### src/rtl/mips_mc_controller.sv
// Multi-cycle MIPS control FSM: sequences fetch/decode/execute/memory/writeback with
// memory-timeout fault and retire counter. Optional mult/mflo support via `MUL_DIV_EN.
module mips_mc_controller #(
   parameter int unsigned MEM_TIMEOUT = 16,
   parameter int unsigned MUL_CYCLES  = 4,
   parameter int unsigned CNT_W       = 32
) (
   input  logic             clk,
   input  logic             rst,
   input  logic [5:0]       opcode,
   input  logic [5:0]       func,
   input  logic             zero,
   input  logic             mem_ready,
   output logic             mem_req,
   output logic             mem_we,
   output logic             i_or_d,
   output logic             ir_write,
   output logic             pc_write,
   output logic [1:0]       pc_src,
   output logic             alu_src_a,
   output logic [1:0]       alu_src_b,
   output logic [3:0]       alu_op,
   output logic             signed_imm,
   output logic [1:0]       reg_dst,
   output logic [1:0]       mem_to_reg,
   output logic             reg_write,
   output logic             hilo_write,
   output logic             instr_done,
   output logic             fault,
   output logic [1:0]       fault_code,
   output logic [CNT_W-1:0] retire_cnt
);

   localparam int unsigned CYC_MAX = (MEM_TIMEOUT > MUL_CYCLES) ? MEM_TIMEOUT : MUL_CYCLES;
   localparam int unsigned CYC_W   = $clog2(CYC_MAX + 1);

   localparam logic [3:0] OP_ADD = 4'd0;
   localparam logic [3:0] OP_SUB = 4'd1;
   localparam logic [3:0] OP_AND = 4'd2;
   localparam logic [3:0] OP_OR  = 4'd3;
   localparam logic [3:0] OP_SLT = 4'd4;
   localparam logic [3:0] OP_LUI = 4'd5;
`ifdef MUL_DIV_EN
   localparam logic [3:0] OP_MUL = 4'd6;
`endif

   typedef enum logic [3:0] {
      S_FETCH, S_DECODE, S_EX_R, S_EX_I, S_MEM_ADDR, S_MEM_RD, S_MEM_WB, S_MEM_WR,
      S_ALU_WB, S_BRANCH, S_JUMP, S_JAL, S_JR,
`ifdef MUL_DIV_EN
      S_MULT,
`endif
      S_FAULT
   } state_t;

   state_t           state_q, state_d;
   logic [CYC_W-1:0] cyc_q, cyc_d;
   logic [CNT_W-1:0] retire_q, retire_d;
   logic [1:0]       fault_code_q, fault_code_d;
   logic             tmo_hit;

   always_ff @(posedge clk) begin
      if (!rst) begin
         state_q      <= S_FETCH;
         cyc_q        <= '0;
         retire_q     <= '0;
         fault_code_q <= 2'd0;
      end else begin
         state_q      <= state_d;
         cyc_q        <= cyc_d;
         retire_q     <= retire_d;
         fault_code_q <= fault_code_d;
      end
   end

   assign tmo_hit    = (cyc_q == CYC_W'(MEM_TIMEOUT - 1));
   assign fault      = (state_q == S_FAULT);
   assign fault_code = fault_code_q;
   assign retire_cnt = retire_q;

   // Next-state and strobe decode; strobes are forced low while reset is asserted.
   always_comb begin
      state_d      = state_q;
      fault_code_d = fault_code_q;
      mem_req      = 1'b0;
      mem_we       = 1'b0;
      i_or_d       = 1'b0;
      ir_write     = 1'b0;
      pc_write     = 1'b0;
      pc_src       = 2'd0;
      alu_src_a    = 1'b0;
      alu_src_b    = 2'd0;
      alu_op       = OP_ADD;
      signed_imm   = 1'b0;
      reg_dst      = 2'd0;
      mem_to_reg   = 2'd0;
      reg_write    = 1'b0;
      hilo_write   = 1'b0;
      instr_done   = 1'b0;
      if (rst) begin
         case (state_q)
            S_FETCH: begin
               mem_req   = 1'b1;
               alu_src_b = 2'd1;
               if (mem_ready) begin
                  ir_write = 1'b1;
                  pc_write = 1'b1;
                  state_d  = S_DECODE;
               end else if (tmo_hit) begin
                  state_d      = S_FAULT;
                  fault_code_d = 2'd2;
               end
            end
            S_DECODE: begin
               alu_src_b    = 2'd3;
               state_d      = S_FAULT;
               fault_code_d = 2'd1;
               case (opcode)
                  6'h00: begin
                     case (func)
                        6'h20, 6'h22, 6'h24, 6'h25, 6'h2A: state_d = S_EX_R;
                        6'h08: state_d = S_JR;
`ifdef MUL_DIV_EN
                        6'h18: state_d = S_MULT;
                        6'h12: state_d = S_ALU_WB;
`endif
                        default: state_d = S_FAULT;
                     endcase
                  end
                  6'h08, 6'h09, 6'h0A, 6'h0C, 6'h0D, 6'h0F: state_d = S_EX_I;
                  6'h23, 6'h2B: state_d = S_MEM_ADDR;
                  6'h04, 6'h05: state_d = S_BRANCH;
                  6'h02:        state_d = S_JUMP;
                  6'h03:        state_d = S_JAL;
                  default:      state_d = S_FAULT;
               endcase
               if (state_d != S_FAULT) fault_code_d = fault_code_q;
            end
            S_EX_R: begin
               alu_src_a = 1'b1;
               case (func)
                  6'h22:   alu_op = OP_SUB;
                  6'h24:   alu_op = OP_AND;
                  6'h25:   alu_op = OP_OR;
                  6'h2A:   alu_op = OP_SLT;
                  default: alu_op = OP_ADD;
               endcase
               state_d = S_ALU_WB;
            end
            S_EX_I: begin
               alu_src_a  = 1'b1;
               alu_src_b  = 2'd2;
               signed_imm = (opcode == 6'h08) || (opcode == 6'h09) || (opcode == 6'h0A);
               case (opcode)
                  6'h0A:   alu_op = OP_SLT;
                  6'h0C:   alu_op = OP_AND;
                  6'h0D:   alu_op = OP_OR;
                  6'h0F:   alu_op = OP_LUI;
                  default: alu_op = OP_ADD;
               endcase
               state_d = S_ALU_WB;
            end
            S_ALU_WB: begin
               reg_write  = 1'b1;
               instr_done = 1'b1;
               reg_dst    = (opcode == 6'h00) ? 2'd1 : 2'd0;
`ifdef MUL_DIV_EN
               if (opcode == 6'h00 && func == 6'h12) mem_to_reg = 2'd3;
`endif
               state_d = S_FETCH;
            end
            S_MEM_ADDR: begin
               alu_src_a  = 1'b1;
               alu_src_b  = 2'd2;
               signed_imm = 1'b1;
               state_d    = (opcode == 6'h23) ? S_MEM_RD : S_MEM_WR;
            end
            S_MEM_RD: begin
               mem_req = 1'b1;
               i_or_d  = 1'b1;
               if (mem_ready) begin
                  state_d = S_MEM_WB;
               end else if (tmo_hit) begin
                  state_d      = S_FAULT;
                  fault_code_d = 2'd2;
               end
            end
            S_MEM_WB: begin
               reg_write  = 1'b1;
               mem_to_reg = 2'd1;
               instr_done = 1'b1;
               state_d    = S_FETCH;
            end
            S_MEM_WR: begin
               mem_req = 1'b1;
               mem_we  = 1'b1;
               i_or_d  = 1'b1;
               if (mem_ready) begin
                  instr_done = 1'b1;
                  state_d    = S_FETCH;
               end else if (tmo_hit) begin
                  state_d      = S_FAULT;
                  fault_code_d = 2'd2;
               end
            end
            S_BRANCH: begin
               alu_src_a  = 1'b1;
               alu_op     = OP_SUB;
               pc_src     = 2'd1;
               pc_write   = (opcode == 6'h04) ? zero : !zero;
               instr_done = 1'b1;
               state_d    = S_FETCH;
            end
            S_JUMP, S_JAL: begin
               pc_write   = 1'b1;
               pc_src     = 2'd2;
               instr_done = 1'b1;
               if (state_q == S_JAL) begin
                  reg_write  = 1'b1;
                  reg_dst    = 2'd2;
                  mem_to_reg = 2'd2;
               end
               state_d = S_FETCH;
            end
            S_JR: begin
               pc_write   = 1'b1;
               pc_src     = 2'd3;
               instr_done = 1'b1;
               state_d    = S_FETCH;
            end
`ifdef MUL_DIV_EN
            S_MULT: begin
               alu_src_a = 1'b1;
               alu_op    = OP_MUL;
               if (cyc_q == CYC_W'(MUL_CYCLES - 1)) begin
                  hilo_write = 1'b1;
                  instr_done = 1'b1;
                  state_d    = S_FETCH;
               end
            end
`endif
            S_FAULT: state_d = S_FAULT;
            default: state_d = S_FETCH;
         endcase
      end
      // Cycles spent in the current state; restarts whenever the state changes.
      cyc_d    = (state_d == state_q && state_q != S_FAULT) ? cyc_q + CYC_W'(1) : '0;
      retire_d = instr_done ? retire_q + CNT_W'(1) : retire_q;
   end

endmodule

### config.mk
export PLATFORM = sky130hd
export DESIGN_NAME = mips_mc_controller
export DESIGN_NICKNAME = d
export VERILOG_FILES = /design/src/rtl/mips_mc_controller.sv
export SDC_FILE = /design/constraint.sdc
export NUM_CORES = 1
export LEC_CHECK = 0
export CAP_MARGIN = 20
export CELL_PAD_IN_SITES_DETAIL_PLACEMENT = 0
export CELL_PAD_IN_SITES_GLOBAL_PLACEMENT = 1
export CORE_ASPECT_RATIO = 0.8
export CORE_MARGIN = 2
export CORE_UTILIZATION = 36
export DETAILED_ROUTE_END_ITERATION = 10
export GPL_TIMING_DRIVEN = 0
export PLACE_DENSITY = 0.79
export SLEW_MARGIN = 20
export SYNTH_ARGS = -nofsm -noshare
export SYNTH_HDL_FRONTEND = slang
export SYNTH_SLANG_ARGS = --single-unit
### constraint.sdc
create_clock -name clk -period 2.2 [get_ports clk]
set_input_delay 0.22 -clock clk [delete_from_list [all_inputs] [get_ports clk]]
set_output_delay 0.22 -clock clk [all_outputs]
set_load 0.1 [all_outputs]
==> results, run 1 <==
- The flow ran to the end, but the final reports show violations.
- The final reports fail on setup timing.
- The tree built by TritonCTS fans out to 43 sinks.
- The via total after detailed routing is 2933.
- For this design the ratio of total power to cell area is ~850 mW/mm².
- TritonCTS built the clock tree.
- The number of nets in the final layout is between 400 and 500.
- The maximum vdd drop is 711.8 µV.
- The count of H-tree levels built during CTS is 2.
- Counting the buffers created by CTS gives 5.
- Before CTS, the worst setup slack after placement is -1.171 ns.
- The tightest min-delay check is of the reg -> reg type.
- The residual antenna-violating net count after detailed routing is 0.
- The number of failing hold endpoints at the final stage was 0.
- Across the routed clock network, the largest skew measured is 0.01003 ns.
- In this run the critical register-to-register path is captured at cyc_q[2].
- The initial detailed-routing violation count is between 150 and 200.
- sky130_fd_sc_hd__dfxtp_1 takes more of the synthesized area than any other cell.
- Setup repair after global routing could not meet its margin everywhere.
- The critical path goes through clkbuf_4, buf_4, and4_1, and3_1, a222oi_1, nor2_4, buf_12.
- Among all flip-flop cells after synthesis, the most frequent one is sky130_fd_sc_hd__dfxtp_1.
- The later pin in the worst-skew pair is clocked with a latency of 0.29 ns.
- The maximum number of pins on one net before global-route repair is 14.
- The smallest setup slack after layout is -0.03280 ns.
- The final core utilization is 53.53%.
- The leakage dissipation is 1.551 nW.
- The achievable clock frequency is 447.9 MHz.
- The sequential cell fraction of total power is 24.7%.
- The actual transition at the worst max-transition pin is 0.9928 ns.
- The launching instance or port of the critical path is state_q[0].
- The via density per instance is 5.228.
- The critical path class is reg -> out.
- The post-placement cell area is 0.003913 mm².
- The overflow left after global routing is 0.
- The fill cell instance count of the final layout is approximately 790.
- Final hold analysis gives a worst-case slack of 0.4583 ns.
- For the finished layout, the period the worst path requires is around 2.2 ns.
- The flop and latch count out of synthesis is 43.
- The die is 104.9 µm wide.
- Detailed placement finished with a half-perimeter wire length of 6.323 mm.
- In this run the top signal layer used is met4.
- The congestion estimate from routability-driven global placement came to 0.8721.
- Among cell families on the critical path, the largest total delay comes from buffers and inverters.
- The core box area is 0.007910 mm².
- The post-cts hold buffer count is 0.
- Data on the critical path is required at its endpoint by 1.98 ns.
- The internal power of the cells totals between 1.5 and 2 mW.
- The share of total power in the clock network is between 20% and 30%.
- The count of buffers added on input and output ports is 70.
- After detailed routing, the wire length on met1 is roughly 4.3 mm.
- The post-detailed-route DRC marker count is 0.
- Counting flops with a built-in enable in the synthesized netlist gives 0.
- The initial cell density of the core is 37.05%.
- After synthesis, the largest area contributor takes up 29.38% of total cell area.
- Per report_power, the combinational group accounts for 55.0% of the total.
- Headroom to the max-slew limit came out at 33.60%.
- The total chip power is 3.599 mW.
- From synthesis to final layout, the design area changed by 44.49%.
- The kind of end point of the critical path is an output port.
- The final-layout setup total negative slack is -0.03280 ns.
- The worst register-to-register path begins at cyc_q[0].
- The sum of met2 wire segment lengths after detailed routing is 3.458 mm.
- The initial antenna violation count came to 0.
- Leaving out filler cells and counting taps, the final layout contains ~560.
- After synthesis, the share of flip-flops with an asynchronous set or reset is 0%.
- The die covers 0.008882 mm².
- Ranked by total cell area, the synthesized netlist is headed by sky130_fd_sc_hd__dfxtp_1 (29%), sky130_fd_sc_hd__nor2_1 (6.8%), sky130_fd_sc_hd__xnor2_1 (6.6%).
- The post-CTS clock slew at the launch and capture registers of the worst setup and hold paths is roughly 0.080 ns.
- The total length of routed wires is 8.456 mm.
- The number of global-route vias before repair was 2741.
- Dividing the detail-routed wire length by the instance count gives 15.07 µm.
- The worst setup path endpoint is alu_op[0].
- Once placement completed, the tool counted placed cells totaling 548.
- The count of maximum capacitance violations is 0.
- The most used standard cell by instance count after synthesis is sky130_fd_sc_hd__nor2_1.
- The mean instance size in the synthesized netlist is slightly below 8 µm².
- The clock passes through at most 2 buffers.
- Among all stages on the critical path, the largest delay is contributed by sky130_fd_sc_hd__a222oi_1.
- The number of top-level pins is 73.
- Measured in cells, the most critical reg-to-reg path has a length of 9.
- The element type at the critical path start is a register.
- The count of final max-slew check failures came to 0.
- The floorplan step set the die height to between 80 and 90 µm.
- The sequential-to-total area share from yosys stat is 29.38%.
- The commonest cells after synthesis are sky130_fd_sc_hd__nor2_1 (53), sky130_fd_sc_hd__dfxtp_1 (43), sky130_fd_sc_hd__nand2_1 (29).
- The cell count after synthesis came out at 369.
- The cell sitting at the root of the clock tree is a sky130_fd_sc_hd__clkbuf_8.
- The total setup violations reported at the end of the flow is 1.
- The count of antenna diodes in the layout is 0.
- Together, buffers and inverters on the worst path number 3.
- The number of core rows is 29.
- The switching part of the total power is 47.54%.
- The synthesized netlist occupies a cell area of 0.002930 mm².
- The global-route usage over all layers is 19.05%.
- The setup check on the worst reg-to-reg path leaves a slack of 0.09 ns.
- The number of optimization iterations in the first detailed-route pass is 5.
- The worst path uses 101.5% of the clock period.
- The number of warning messages in the yosys log is 0.
- Synthesis instantiated 68 different standard cells from the library.
- The delay of the slowest critical-path stage is around 0.44 ns.
- The first global-routing pass estimated 13.86 mm of wire.
- Summed over all nets, the switching power comes to 1.711 mW.
- The share of post-route cells with drive strength above 1 is 30.46%.
- Along the worst path, the maximum fanout reaches 10.
- Summing all non-filler instances in the final layout gives an area of about 0.0042 mm².
- Summed over all nets, wire length on met3 after detailed routing comes to 579 µm.
- Data arrives at the worst endpoint at about 2 ns.
- The depth of the critical timing path with buffers and inverters included is 7.
==> registers in the layout, indices dropped and copies added, names as in the netlist <==
name and cells:
fault_code 2, retire_cnt 32, cyc_q 5, state_q 4
==> placed cells by master (no fill, tap or decap), types with 4 or more instances in the layout <==
| cell type | count |
|---|---|
| sky130_fd_sc_hd__a21oi_1 | 22 |
| sky130_fd_sc_hd__and3_1 | 9 |
| sky130_fd_sc_hd__buf_12 | 4 |
| sky130_fd_sc_hd__buf_2 | 7 |
| sky130_fd_sc_hd__buf_4 | 19 |
| sky130_fd_sc_hd__buf_6 | 8 |
| sky130_fd_sc_hd__clkbuf_8 | 6 |
| sky130_fd_sc_hd__clkdlybuf4s50_1 | 44 |
| sky130_fd_sc_hd__dfxtp_1 | 22 |
| sky130_fd_sc_hd__dfxtp_2 | 21 |
| sky130_fd_sc_hd__dlymetal6s2s_1 | 4 |
| sky130_fd_sc_hd__inv_1 | 13 |
| sky130_fd_sc_hd__mux2i_1 | 5 |
| sky130_fd_sc_hd__nand2_1 | 27 |
| sky130_fd_sc_hd__nand2b_1 | 6 |
| sky130_fd_sc_hd__nand3_1 | 12 |
| sky130_fd_sc_hd__nand4_1 | 4 |
| sky130_fd_sc_hd__nor2_1 | 39 |
| sky130_fd_sc_hd__nor2_2 | 9 |
| sky130_fd_sc_hd__nor2_4 | 5 |
| sky130_fd_sc_hd__nor3_1 | 7 |
| sky130_fd_sc_hd__nor3_2 | 10 |
| sky130_fd_sc_hd__nor3_4 | 5 |
| sky130_fd_sc_hd__o21ai_0 | 15 |
| sky130_fd_sc_hd__or3_1 | 9 |
| sky130_fd_sc_hd__xnor2_1 | 22 |
| sky130_fd_sc_hd__xor2_1 | 4 |
==> final cells by class <==
cell class	count	area, µm²	area share, %
plain buffers	24	198.9	4.699
clock buffers	6	72.57	1.714
clock inverters	2	60.06	1.418
inverters	16	67.56	1.596
multi-input cells	287	2064	48.76
flip-flops and latches	43	887.1	20.95
well taps	108	135.1	3.191
repair buffers	75	748.2	17.67
==> power groups by stage <==
stage / logic [mW] / clock network, mW / registers (mW)
after detailed placement: 1.81 / 0 / 0.894
after global routing: 2.10 / 0.779 / 0.896
final: 1.98 / 0.732 / 0.889
after global placement: 1.81 / 0 / 0.893
after CTS: 1.85 / 0.749 / 0.878
after floorplan: 1.32 / 0 / 0.986
==> layer usage <==
layer | track usage [%] | up-vias
met1 | 28.69 | 1352
li1 | - | 1469
met5 | 0 | -
met3 | 5.047 | 10
met2 | 27.21 | 102
met4 | 3.636 | 0
==> worst reg2reg max path, cell delays in order, from the launching register on <==
cell and delay (ns):
sky130_fd_sc_hd__dfxtp_1 0.36, sky130_fd_sc_hd__ha_2 0.19, sky130_fd_sc_hd__and3_1 0.16, sky130_fd_sc_hd__ha_2 0.20
sky130_fd_sc_hd__nor3b_1 0.05, sky130_fd_sc_hd__o21ai_0 0.18, sky130_fd_sc_hd__a21oi_1 0.10, sky130_fd_sc_hd__nor4_1 0.47
sky130_fd_sc_hd__o221ai_4 0.20, sky130_fd_sc_hd__nor2_1 0.13
==> cell families after synthesis <==
kind of cell / after synthesis / synth area share (%)
xor gates and xnor gates: 26 / 7.771
adders and majority gates: 3 / 1.281
AOI/OAI and AO/OA: 72 / 18.36
DFF: 43 / 29.38
muxes: 6 / 2.092
buffers and inverters: 40 / 6.576
other: 1 / 0.1280
and+or+nand+nor: 178 / 34.41
==> what timing repair did <==
item	CTS	global route
pin swaps	0	8
cloned	0	0
buffers inserted	1	4
hold endpoints to repair	0	0
endpoints found under the setup margin	22	31
resized for setup	143	51
==> worst min path at each step <==
stage | from | to | cells after the start
2_1_floorplan | cyc_q[0] | cyc_q[0] | 1
3_3_place_gp | retire_cnt[12] | retire_cnt[12] | 1
3_5_place_dp | cyc_q[0] | cyc_q[0] | 1
4_1_cts | retire_cnt[12] | retire_cnt[12] | 1
5_1_grt | retire_cnt[12] | retire_cnt[12] | 1
6_report | cyc_q[0] | cyc_q[0] | 1
(Power assumes the default switching activity.)
==> run 2: changes to the inputs <==
--- a/config.mk
+++ b/config.mk
@@ -6,7 +6,7 @@
 export NUM_CORES = 1
 export LEC_CHECK = 0
 export CAP_MARGIN = 20
-export CELL_PAD_IN_SITES_DETAIL_PLACEMENT = 0
+export CELL_PAD_IN_SITES_DETAIL_PLACEMENT = 1
 export CELL_PAD_IN_SITES_GLOBAL_PLACEMENT = 1
 export CORE_ASPECT_RATIO = 0.8
 export CORE_MARGIN = 2
==> run 2 against run 1 <==
Effect of this change: clock skew decreased by 0.0019 ns; final cell count increased by 1.6%; highest routed layer unchanged; count of clock-buffer cells in the layout stayed put; die area did not move; sequential share of layout area down 0.59 points; non-clock buffer count is 9 higher; worst setup slack lost 0.020 ns; via count up 6.0%; core utilization increased by 1.7 points; the run still ends with setup timing left; sequential power is essentially flat; critical path depth rose by 1.
==> results, run 2 (synthesis gave the netlist of run 1 again) <==
- The number of failing hold endpoints at the final stage is 0.
- Pin placement for this block handled 73 I/O pins.
- The count of maximum capacitance violations is 0.
- Compared with the post-synthesis result, the final layout area differs by 49.10%.
- The final-layout setup total negative slack is -0.05325 ns.
- The share of post-route cells with drive strength above 1 is 32.90%.
- The count of antenna diodes in the layout is 0.
- The TritonCTS clock tree is done.
- Setup repair after global routing could not meet its margin everywhere.
- The startpoint identified for the worst register-to-register timing path is state_q[1].
- The ratio of final minimum period to clock period is 102.4%.
- Detailed placement ended at an HPWL of 7.150 mm.
- In the final routed layout, each cell accounts on average for 18.11 µm.
- The first-pass GRT wire length is 16.37 mm.
- The relative max-transition margin is 33.78%.
- The residual antenna-violating net count after detailed routing is 0.
- After detailed routing, the total wire length is 10.33 mm.
- The number of global-route vias before repair came to 3197.
- The total setup violations reported at the end of the flow is 1.
- The initial antenna violation count came to 0.
- The overflow left after global routing is 0.
- The die is ~85 µm tall.
- The required time of the critical path is 1.98 ns.
- The clock passes through at most 2 buffers.
- The number of core rows is 29.
- The number of nets in the final layout is 480.
- Across the VDD grid, the largest voltage drop is 603.2 µV.
- The width of the die is 104.9 µm.
- The number of clock sinks is 43.
- The final reports fail on setup timing.
- Hold repair after CTS inserted 0 buffers.
- The via density per instance is 5.454.
- In the routed design, unresolved DRC markers number 0.
- The peak fanout along the critical path is 5.
- The die covers 0.008882 mm².
- The tree is rooted in a sky130_fd_sc_hd__clkbuf_8.
- The library cells used most frequently in the layout, excluding fill and tap cells, are sky130_fd_sc_hd__clkdlybuf4s50_1 (43), sky130_fd_sc_hd__nor2_1 (39), sky130_fd_sc_hd__nand2_1 (28).
- For flop-to-flop paths, the worst setup slack is 0.06 ns.
- STA puts the critical path data arrival time at 2.03 ns.
- Prior to clock tree synthesis, the placed netlist has a worst setup slack of -1.245 ns.
- The detailed router finished its first iteration with 129 violations.
- The post-CTS clock slew at the launch and capture registers of the worst setup and hold paths is roughly 0.080 ns.
- The worst register-to-register path ends at cyc_q[2].
- The most critical setup path has its endpoint at alu_op[0].
- Entering global routing, the biggest net connects 14 pins.
- The element type at the critical path start is a register.
- The library cell used most frequently in the layout, excluding fill and tap cells, is sky130_fd_sc_hd__clkdlybuf4s50_1.
- The critical path starts at state_q[1].
- The clock buffer count from CTS is 5.
- The initial cell density of the core is a little under two fifths.
- Once routing completed, OpenROAD measured the worst setup slack at -0.05325 ns.
- The critical path class is reg -> out.
- For this design the static power due to leakage is ~1.6 nW.
- Counting I/O delays and the setup requirement, the final critical path takes between 2 and 2.5 ns.
- In this run the power density over the cells is 868.2 mW/mm².
- The number of optimization iterations in the first detailed-route pass is 4.
- For the pin with the worst max-slew slack, the measured transition is 0.9902 ns.
- The core box area is 0.007910 mm².
- Counting cells, the worst reg-to-reg path comes to 8.
- The H-tree generated during clock tree synthesis spans 2 levels.
- The flow ran to the end, but the final reports show violations.
- The via total after detailed routing is 3109.
- The count of final max-slew check failures is 0.
- The achievable clock frequency is 443.8 MHz.
- STA classifies the critical path endpoint as an output port.
- The number of port buffers is 70.
- The global-route usage over all layers is between 20% and 30%.
- Between clock sinks in the finished design, the worst skew comes to a little over 0.008 ns.
- At the later pin of the worst-skew pair, clock insertion delay measures 0.30 ns.
- The final weighted congestion of routability-driven global placement is just under 0.9.
- The number of flip-flops in the largest register is 32.
- The kind of path behind the tightest hold check is reg -> reg.
## run 2: worst max-delay path, stage by stage, from the launching register on
cell and delay [ns]:
sky130_fd_sc_hd__dfxtp_2 0.33, sky130_fd_sc_hd__buf_6 0.13, sky130_fd_sc_hd__buf_8 0.11, sky130_fd_sc_hd__clkinvlp_4 0.10, sky130_fd_sc_hd__or3_4 0.39, sky130_fd_sc_hd__o31ai_2 0.21, sky130_fd_sc_hd__a222oi_1 0.15, sky130_fd_sc_hd__nor2_4 0.13
sky130_fd_sc_hd__buf_12 0.18
## run 2: worst min-delay path by stage
| stage | start | end | depth (start not counted) |
|---|---|---|---|
| 6_report | cyc_q[0] | cyc_q[0] | 1 |
| 5_1_grt | cyc_q[0] | cyc_q[0] | 1 |
| 4_1_cts | cyc_q[0] | cyc_q[0] | 1 |
| 3_5_place_dp | retire_cnt[12] | retire_cnt[12] | 1 |
| 3_3_place_gp | retire_cnt[12] | retire_cnt[12] | 1 |
| 2_1_floorplan | cyc_q[0] | cyc_q[0] | 1 |
## run 2: power breakdown
group / leakage [nW] / switching, mW / internal, mW / total, mW
Sequential: 0.359 / 0.0552 / 0.836 / 0.891
Clock: 0.0654 / 0.294 / 0.454 / 0.749
Combinational: 1.20 / 1.46 / 0.690 / 2.15
## run 2: what timing repair did
action | CTS | global route
endpoints found under the setup margin | 22 | 26
pin swaps | 3 | 11
setup buffers | 7 | 7
resized for setup | 146 | 59
## run 2: layout make-up
cell class,count,area [µm²]
Buffer,24,211.5
Clock buffer,6,72.57
Clock inverter,2,60.06
Fill cell,929,3541
Inverter,16,66.31
Multi-Input combinational cell,287,2083
Sequential cell,43,889.6
Tap cell,108,135.1
Timing Repair Buffer,84,850.8
## run 2: routing by layer
layer	global-route usage, %	vias to the layer above	wire (µm)
met5	0	-	0
met4	4.364	0	78
met3	4.503	14	497
met2	37.90	86	5010
met1	30.43	1519	4740
li1	-	1490	-
## run 2: metrics by stage
step                power (mW)  instances  util, %  area [µm²]  hold slack, ns
detailed placement       2.726        548    49.46        3913          0.4421
CTS                      3.592        563    52.44        4148          0.4585
finish                   3.793        570    55.24        4369          0.4608
global route             3.965        570    55.24        4369          0.4794
global placement         2.700        548    49.46        3913          0.4196
floorplan                2.304        370        -        3077          0.4175
